--- config.mk ---
export PLATFORM = sky130hd
export DESIGN_NAME = ber_ctrl
export DESIGN_NICKNAME = d
export VERILOG_FILES = /design/src/rtl/ber_pkg.sv /design/src/rtl/ber_strobe_cnt.sv /design/src/rtl/ber_ctrl.sv
export SDC_FILE = /design/constraint.sdc
export NUM_CORES = 1
export LEC_CHECK = 0
export ABC_AREA = 1
export CORE_MARGIN = 2
export CORE_UTILIZATION = 49
export CTS_CLUSTER_SIZE = 40
export DETAILED_ROUTE_END_ITERATION = 16
export PLACE_DENSITY = 0.82
export SLEW_MARGIN = 20
export SYNTH_ARGS = -nofsm -noshare
export SYNTH_HDL_FRONTEND = slang
export SYNTH_SLANG_ARGS = --single-unit
--- constraint.sdc ---
create_clock -name clk_i -period 2.5 [get_ports clk_i]
set_input_delay 0.5 -clock clk_i [delete_from_list [all_inputs] [get_ports clk_i]]
set_output_delay 0.5 -clock clk_i [all_outputs]
set_load 0.03 [all_outputs]
--- src/rtl/ber_pkg.sv ---
// Shared constants and state encoding for the ber checker and its run controller.
// ADAPT_LEN covers the full ber shift search plus one strobe of margin.
package ber_pkg;

   localparam int BER_SEQ_LEN = 511;
   localparam int BER_REG_LEN = 64;
   localparam int BER_WIN_W   = 32;

   typedef enum logic [2:0] {
      ST_IDLE,
      ST_CLEAR,
      ST_ADAPT,
      ST_MEASURE,
      ST_HOLD
   } ber_state_e;

   function automatic int ber_adapt_len(input int seq_len);
      return seq_len * (seq_len + 1) + 1;
   endfunction

endpackage

--- src/rtl/ber_strobe_cnt.sv ---
// Loadable strobe counter: load clears the count and latches a target; hit_o flags the
// strobe that brings the count to a nonzero target (combinational, same cycle). Saturates at all-ones.
module ber_strobe_cnt #(
   parameter int W = 8
) (
   input  logic         clk_i,
   input  logic         rst_ni,
   input  logic         load_i,
   input  logic [W-1:0] tgt_i,
   input  logic         inc_i,
   output logic         hit_o
);

   logic [W-1:0] cnt_q, cnt_d;
   logic [W-1:0] tgt_q, tgt_d;

   always_comb begin
      cnt_d = cnt_q;
      tgt_d = tgt_q;
      if (load_i) begin
         cnt_d = '0;
         tgt_d = tgt_i;
      end else if (inc_i && (cnt_q != '1)) begin
         cnt_d = cnt_q + W'(1);
      end
   end

   // A zero target never matches, which is what makes continuous mode run until abort.
   assign hit_o = inc_i && !load_i && (tgt_q != '0) && (cnt_q == (tgt_q - W'(1)));

   always_ff @(posedge clk_i or negedge rst_ni) begin
      if (!rst_ni) begin
         cnt_q <= '0;
         tgt_q <= '0;
      end else begin
         cnt_q <= cnt_d;
         tgt_q <= tgt_d;
      end
   end

endmodule

--- src/rtl/ber_ctrl.sv ---
// Sequences one BER run: clear, adapt (lock), measure window, snapshot counters.
// All outputs registered; start ignored while busy; done pulses 2 cycles after the terminal strobe.
module ber_ctrl
   import ber_pkg::*;
#(
   parameter int SEQ_LEN = BER_SEQ_LEN,
   parameter int REG_LEN = BER_REG_LEN,
   parameter int WIN_W   = BER_WIN_W
) (
   input  logic               clk_i,
   input  logic               rst_ni,
   input  logic               start_i,
   input  logic               abort_i,
   input  logic [WIN_W-1:0]   win_len_i,
   input  logic               valid_i,
   input  logic [REG_LEN-1:0] ber_err_i,
   input  logic [REG_LEN-1:0] ber_bits_i,
   output logic               ber_rst_o,
   output logic               ber_enable_o,
   output logic               busy_o,
   output logic               locked_o,
   output logic               done_o,
   output logic               partial_o,
   output logic [REG_LEN-1:0] err_snap_o,
   output logic [REG_LEN-1:0] bits_snap_o
);

   localparam int                 ADAPT_LEN = ber_adapt_len(SEQ_LEN);
   localparam int                 ADAPT_W   = $clog2(ADAPT_LEN + 1);
   localparam logic [ADAPT_W-1:0] ADAPT_TGT = ADAPT_W'(ADAPT_LEN);

   ber_state_e         state_q;
   logic               ber_rst_q;
   logic               ber_en_q;
   logic               busy_q;
   logic               locked_q;
   logic               done_q;
   logic               partial_q;
   logic [REG_LEN-1:0] err_snap_q;
   logic [REG_LEN-1:0] bits_snap_q;

   logic run_accept;
   logic adapt_inc;
   logic win_inc;
   logic adapt_hit;
   logic win_hit;

   assign run_accept = (state_q == ST_IDLE) && start_i && !abort_i;
   assign adapt_inc  = valid_i && (state_q == ST_ADAPT);
   assign win_inc    = valid_i && (state_q == ST_MEASURE);

   ber_strobe_cnt #(.W(ADAPT_W)) u_adapt_cnt (
      .clk_i  (clk_i),
      .rst_ni (rst_ni),
      .load_i (run_accept),
      .tgt_i  (ADAPT_TGT),
      .inc_i  (adapt_inc),
      .hit_o  (adapt_hit)
   );

   // Loading on accept doubles as the win_len latch for the whole run.
   ber_strobe_cnt #(.W(WIN_W)) u_win_cnt (
      .clk_i  (clk_i),
      .rst_ni (rst_ni),
      .load_i (run_accept),
      .tgt_i  (win_len_i),
      .inc_i  (win_inc),
      .hit_o  (win_hit)
   );

   always_ff @(posedge clk_i or negedge rst_ni) begin
      if (!rst_ni) begin
         state_q     <= ST_IDLE;
         ber_rst_q   <= 1'b1;
         ber_en_q    <= 1'b0;
         busy_q      <= 1'b0;
         locked_q    <= 1'b0;
         done_q      <= 1'b0;
         partial_q   <= 1'b0;
         err_snap_q  <= '0;
         bits_snap_q <= '0;
      end else begin
         done_q <= 1'b0;
         case (state_q)
            ST_IDLE: begin
               if (run_accept) begin
                  state_q   <= ST_CLEAR;
                  ber_rst_q <= 1'b0;
                  busy_q    <= 1'b1;
                  locked_q  <= 1'b0;
                  partial_q <= 1'b0;
               end
            end
            ST_CLEAR: begin
               ber_rst_q <= 1'b1;
               if (abort_i) begin
                  state_q <= ST_IDLE;
                  busy_q  <= 1'b0;
               end else begin
                  state_q  <= ST_ADAPT;
                  ber_en_q <= 1'b1;
               end
            end
            ST_ADAPT: begin
               if (abort_i) begin
                  state_q  <= ST_IDLE;
                  ber_en_q <= 1'b0;
                  busy_q   <= 1'b0;
                  locked_q <= 1'b0;
               end else if (adapt_hit) begin
                  state_q  <= ST_MEASURE;
                  locked_q <= 1'b1;
               end
            end
            ST_MEASURE: begin
               // A terminal strobe wins over a coincident abort: the window is complete.
               if (win_hit) begin
                  state_q  <= ST_HOLD;
                  ber_en_q <= 1'b0;
               end else if (abort_i) begin
                  state_q   <= ST_HOLD;
                  ber_en_q  <= 1'b0;
                  partial_q <= 1'b1;
               end
            end
            ST_HOLD: begin
               err_snap_q  <= ber_err_i;
               bits_snap_q <= ber_bits_i;
               done_q      <= 1'b1;
               busy_q      <= 1'b0;
               state_q     <= ST_IDLE;
            end
            default: begin
               state_q   <= ST_IDLE;
               ber_rst_q <= 1'b1;
               ber_en_q  <= 1'b0;
               busy_q    <= 1'b0;
            end
         endcase
      end
   end

   assign ber_rst_o    = ber_rst_q;
   assign ber_enable_o = ber_en_q;
   assign busy_o       = busy_q;
   assign locked_o     = locked_q;
   assign done_o       = done_q;
   assign partial_o    = partial_q;
   assign err_snap_o   = err_snap_q;
   assign bits_snap_o  = bits_snap_q;

endmodule

==> impl_metrics.env <==
export IMPL_grt_ovfl_total=0
export IMPL_drv_slew=0
export IMPL_ys_seq_elements=220
export IMPL_avgSynthCellArea_sq_um=7.77
export IMPL_cap_violations=0
export IMPL_wl_per_cell_um=16.3
export IMPL_ff2ff_path_depth=14
export IMPL_place_hpwl_um=24100
export IMPL_synth_edf_count=0
export IMPL_drc=0
export IMPL_cp_arrival_ns=1.78
export IMPL_drive_above_1_share=0.0782
export IMPL_cp_cell_sequence="clkdlybuf4s50_1"
export IMPL_yosys_top_cells_area="dfrtp_1 (50%), nand2_1 (21%), inv_1 (3.7%)"
export IMPL_fillers=1715
export IMPL_crit_buf_inv=1
export IMPL_slowest_stage="clkdlybuf4s50_1"
export IMPL_yosys_area_share_simple=0.353
export IMPL_finalCriticalPeriod_ns=2.28
export IMPL_cp_end_kind="output port"
export IMPL_synthFlopType="dfrtp_1"
export IMPL_syn_cell_area_sq_um=10900
export IMPL_placed_cells=1960
export IMPL_synth_xor_area_frac=0.0237
export IMPL_multi_input_area_sq_um=4860
export IMPL_synth_cells=1406
export IMPL_n_antenna_cell=0
export IMPL_ios=299
export IMPL_synth_adder_area_share=0.00344
export IMPL_fin_nets=1876
export IMPL_post_route_period_util=0.913
export IMPL_cts_clk_slew_worst_paths_ns=0.06
export IMPL_grt_usage=0.278
export IMPL_grt_pass1_vias=10300
export IMPL_synth_async_sr_flop_share=1.00
export IMPL_clk_latency_ns=0.54
export IMPL_die_area_sq_um=23500
export IMPL_synth_most_common_cell="nand2_1"
export IMPL_synth_top_family_by_area="simple AND/OR/NAND/NOR gates"
export IMPL_drt_vias_per_instance=5.11
export IMPL_ys_warn_count=0
export IMPL_cts_setup_buffers=0
export IMPL_setup_violations=0
export IMPL_start_util=0.500
export IMPL_synth_compound_area_share=0.0620
export IMPL_utilization=0.694
export IMPL_gp_congestion=0.918
export IMPL_crit_fanout=2
export IMPL_post_synth_top_area_cell="dfrtp_1"
export IMPL_finClkSkew_ns=0.0194
export IMPL_grt_first_pass_wirelength_um=53200
export IMPL_core_area_sq_um=21800
export IMPL_ant_nets=0
export IMPL_die_height_um=153
export IMPL_finalHoldViolCount=0
export IMPL_r2r_start="u_win_cnt.tgt_q[8]$_DFFE_PN0P_"
export IMPL_r2r_end="state_q[1]$_DFFE_PN0P_"
export IMPL_fmax_mhz=438
export IMPL_synth_nets=1574
export IMPL_htree_levels=1
export IMPL_port_buffers=298
export IMPL_die_w_um=153
export IMPL_clockBufferDepth=3
export IMPL_num_rows=54
export IMPL_drtPass1Iterations=6
export IMPL_timing_hold_ws_ns=0.458
export IMPL_cts_buffers=25
export IMPL_ff_latch_area_sq_um=5510
export IMPL_leakage_nw=7.07
export IMPL_syn2layout_area_growth_pct=38.7
export IMPL_drt_initial_drc_count=913
export IMPL_cp_startpoint="ber_rst_o$_DFFE_PN1P_"
export IMPL_rrSetupSlack_ns=0.27
export IMPL_critPathKind="reg -> out"
export IMPL_cp_data_required_time_ns=2.00
export IMPL_antenna_found_initial=0
export IMPL_holdCritPathClass="in -> async"
export IMPL_synth_mux_area_frac=0
export IMPL_cp_top_family="buffers and inverters"
export IMPL_power_total_mw=17.8
export IMPL_pwr_density_cell_nw_per_um2=1170
export IMPL_seq_area_frac_synth=0.504
export IMPL_finalWirelength_um=32600
export IMPL_ys_top_cells_by_count="nand2_1 (612), dfrtp_1 (219), inv_1 (109)"
export IMPL_vdd_ir_drop_max_uv=827
export IMPL_cts_root_buf="clkbuf_16"
export IMPL_yosysTopAreaCellShare=0.502
export IMPL_rsz0062_at_grt="false"
export IMPL_cts_sinks=220
export IMPL_grt_max_degree=103
export IMPL_status="complete, no violations"
export IMPL_vias=10300
export IMPL_fin_tns_setup_ns=0
export IMPL_slew_headroom=0.655
export IMPL_cts_tree="done"
export IMPL_worstMarginPinSlew_ns=0.513
export IMPL_synth_distinct_cells=48
export IMPL_start_kind="flop"
export IMPL_fin_cells=2007
export IMPL_slowest_delay_ns=0.70
[placed cells by master (no fill, tap or decap), drive strengths merged, types with 24 or more instances in the layout]
cell type,count
dfrtp,219
clkbuf,38
clkdlybuf4s50,297
nand2,630
inv,114
nor2,132
nor3,24
o21ai,66
a21oi,34
nand3,59
[sequential cells by signal, indices dropped and copies added, names as in the netlist, 3 cells and up]
signal	flops
u_win_cnt.cnt_q	32
bits_snap_o	64
u_adapt_cnt.cnt_q	18
err_snap_o	64
u_win_cnt.tgt_q	32
state_q	3
[repair_timing]
action	in CTS	in global routing
setup endpoints to repair	0	5
hold endpoints to repair	39	0
hold buffers	1	0
gates resized for setup	0	3
[report_power, final]
part / internal, mW / switching (mW) / total [mW]
Combinational: 3.14 / 5.10 / 8.24
Clock: 2.11 / 1.49 / 3.60
Sequential: 4.90 / 1.04 / 5.94
Total: 10.2 / 7.63 / 17.8
[cell families (layout without fill, tap and decap cells)]
logic type | count (synthesis) | count (layout)
compound gates | 122 | 122
xor+xnor | 28 | 28
simple gates | 878 | 878
flops | 220 | 220
buf+inv | 155 | 476
fa+ha+maj | 3 | 3
[worst max-delay path by stage]
stage	endpoint	slack (ns)	depth (start not counted)
floorplan	state_q[1]$_DFFE_PN0P_	0.45	17
CTS	state_q[1]$_DFFE_PN0P_	0.13	17
global route	u_win_cnt.cnt_q[17]$_DFFE_PN0P_	0.02	11
global placement	state_q[1]$_DFFE_PN0P_	0.05	14
detailed placement	state_q[1]$_DFFE_PN0P_	0.03	14
finish	ber_rst_o	0.22	1
[cell type report]
class                           instances  area share
Clock inverter                          8     0.00562
Clock buffer                           38      0.0478
Tap cell                              280      0.0231
Multi-Input combinational cell       1031       0.321
Sequential cell                       220       0.364
Timing Repair Buffer                  317       0.211
Inverter                              113      0.0282
[per-stage QoR]
step	setup WS [ns]	cell area, sq um
3_5_place_dp	0.0277	14300
3_3_place_gp	0.0532	14300
4_1_cts	0.130	15100
6_report	0.217	15100
2_1_floorplan	0.448	10900
5_1_grt	0.0233	15100
[routing by layer]
layer,up-vias,track usage,wire length (um)
met3,76,0.0760,2360
met4,0,0.0996,1120
met2,355,0.482,16300
met5,-,0,0
met1,4811,0.333,12900
li1,5012,-,-
Power figures use the tool's default switching activity.
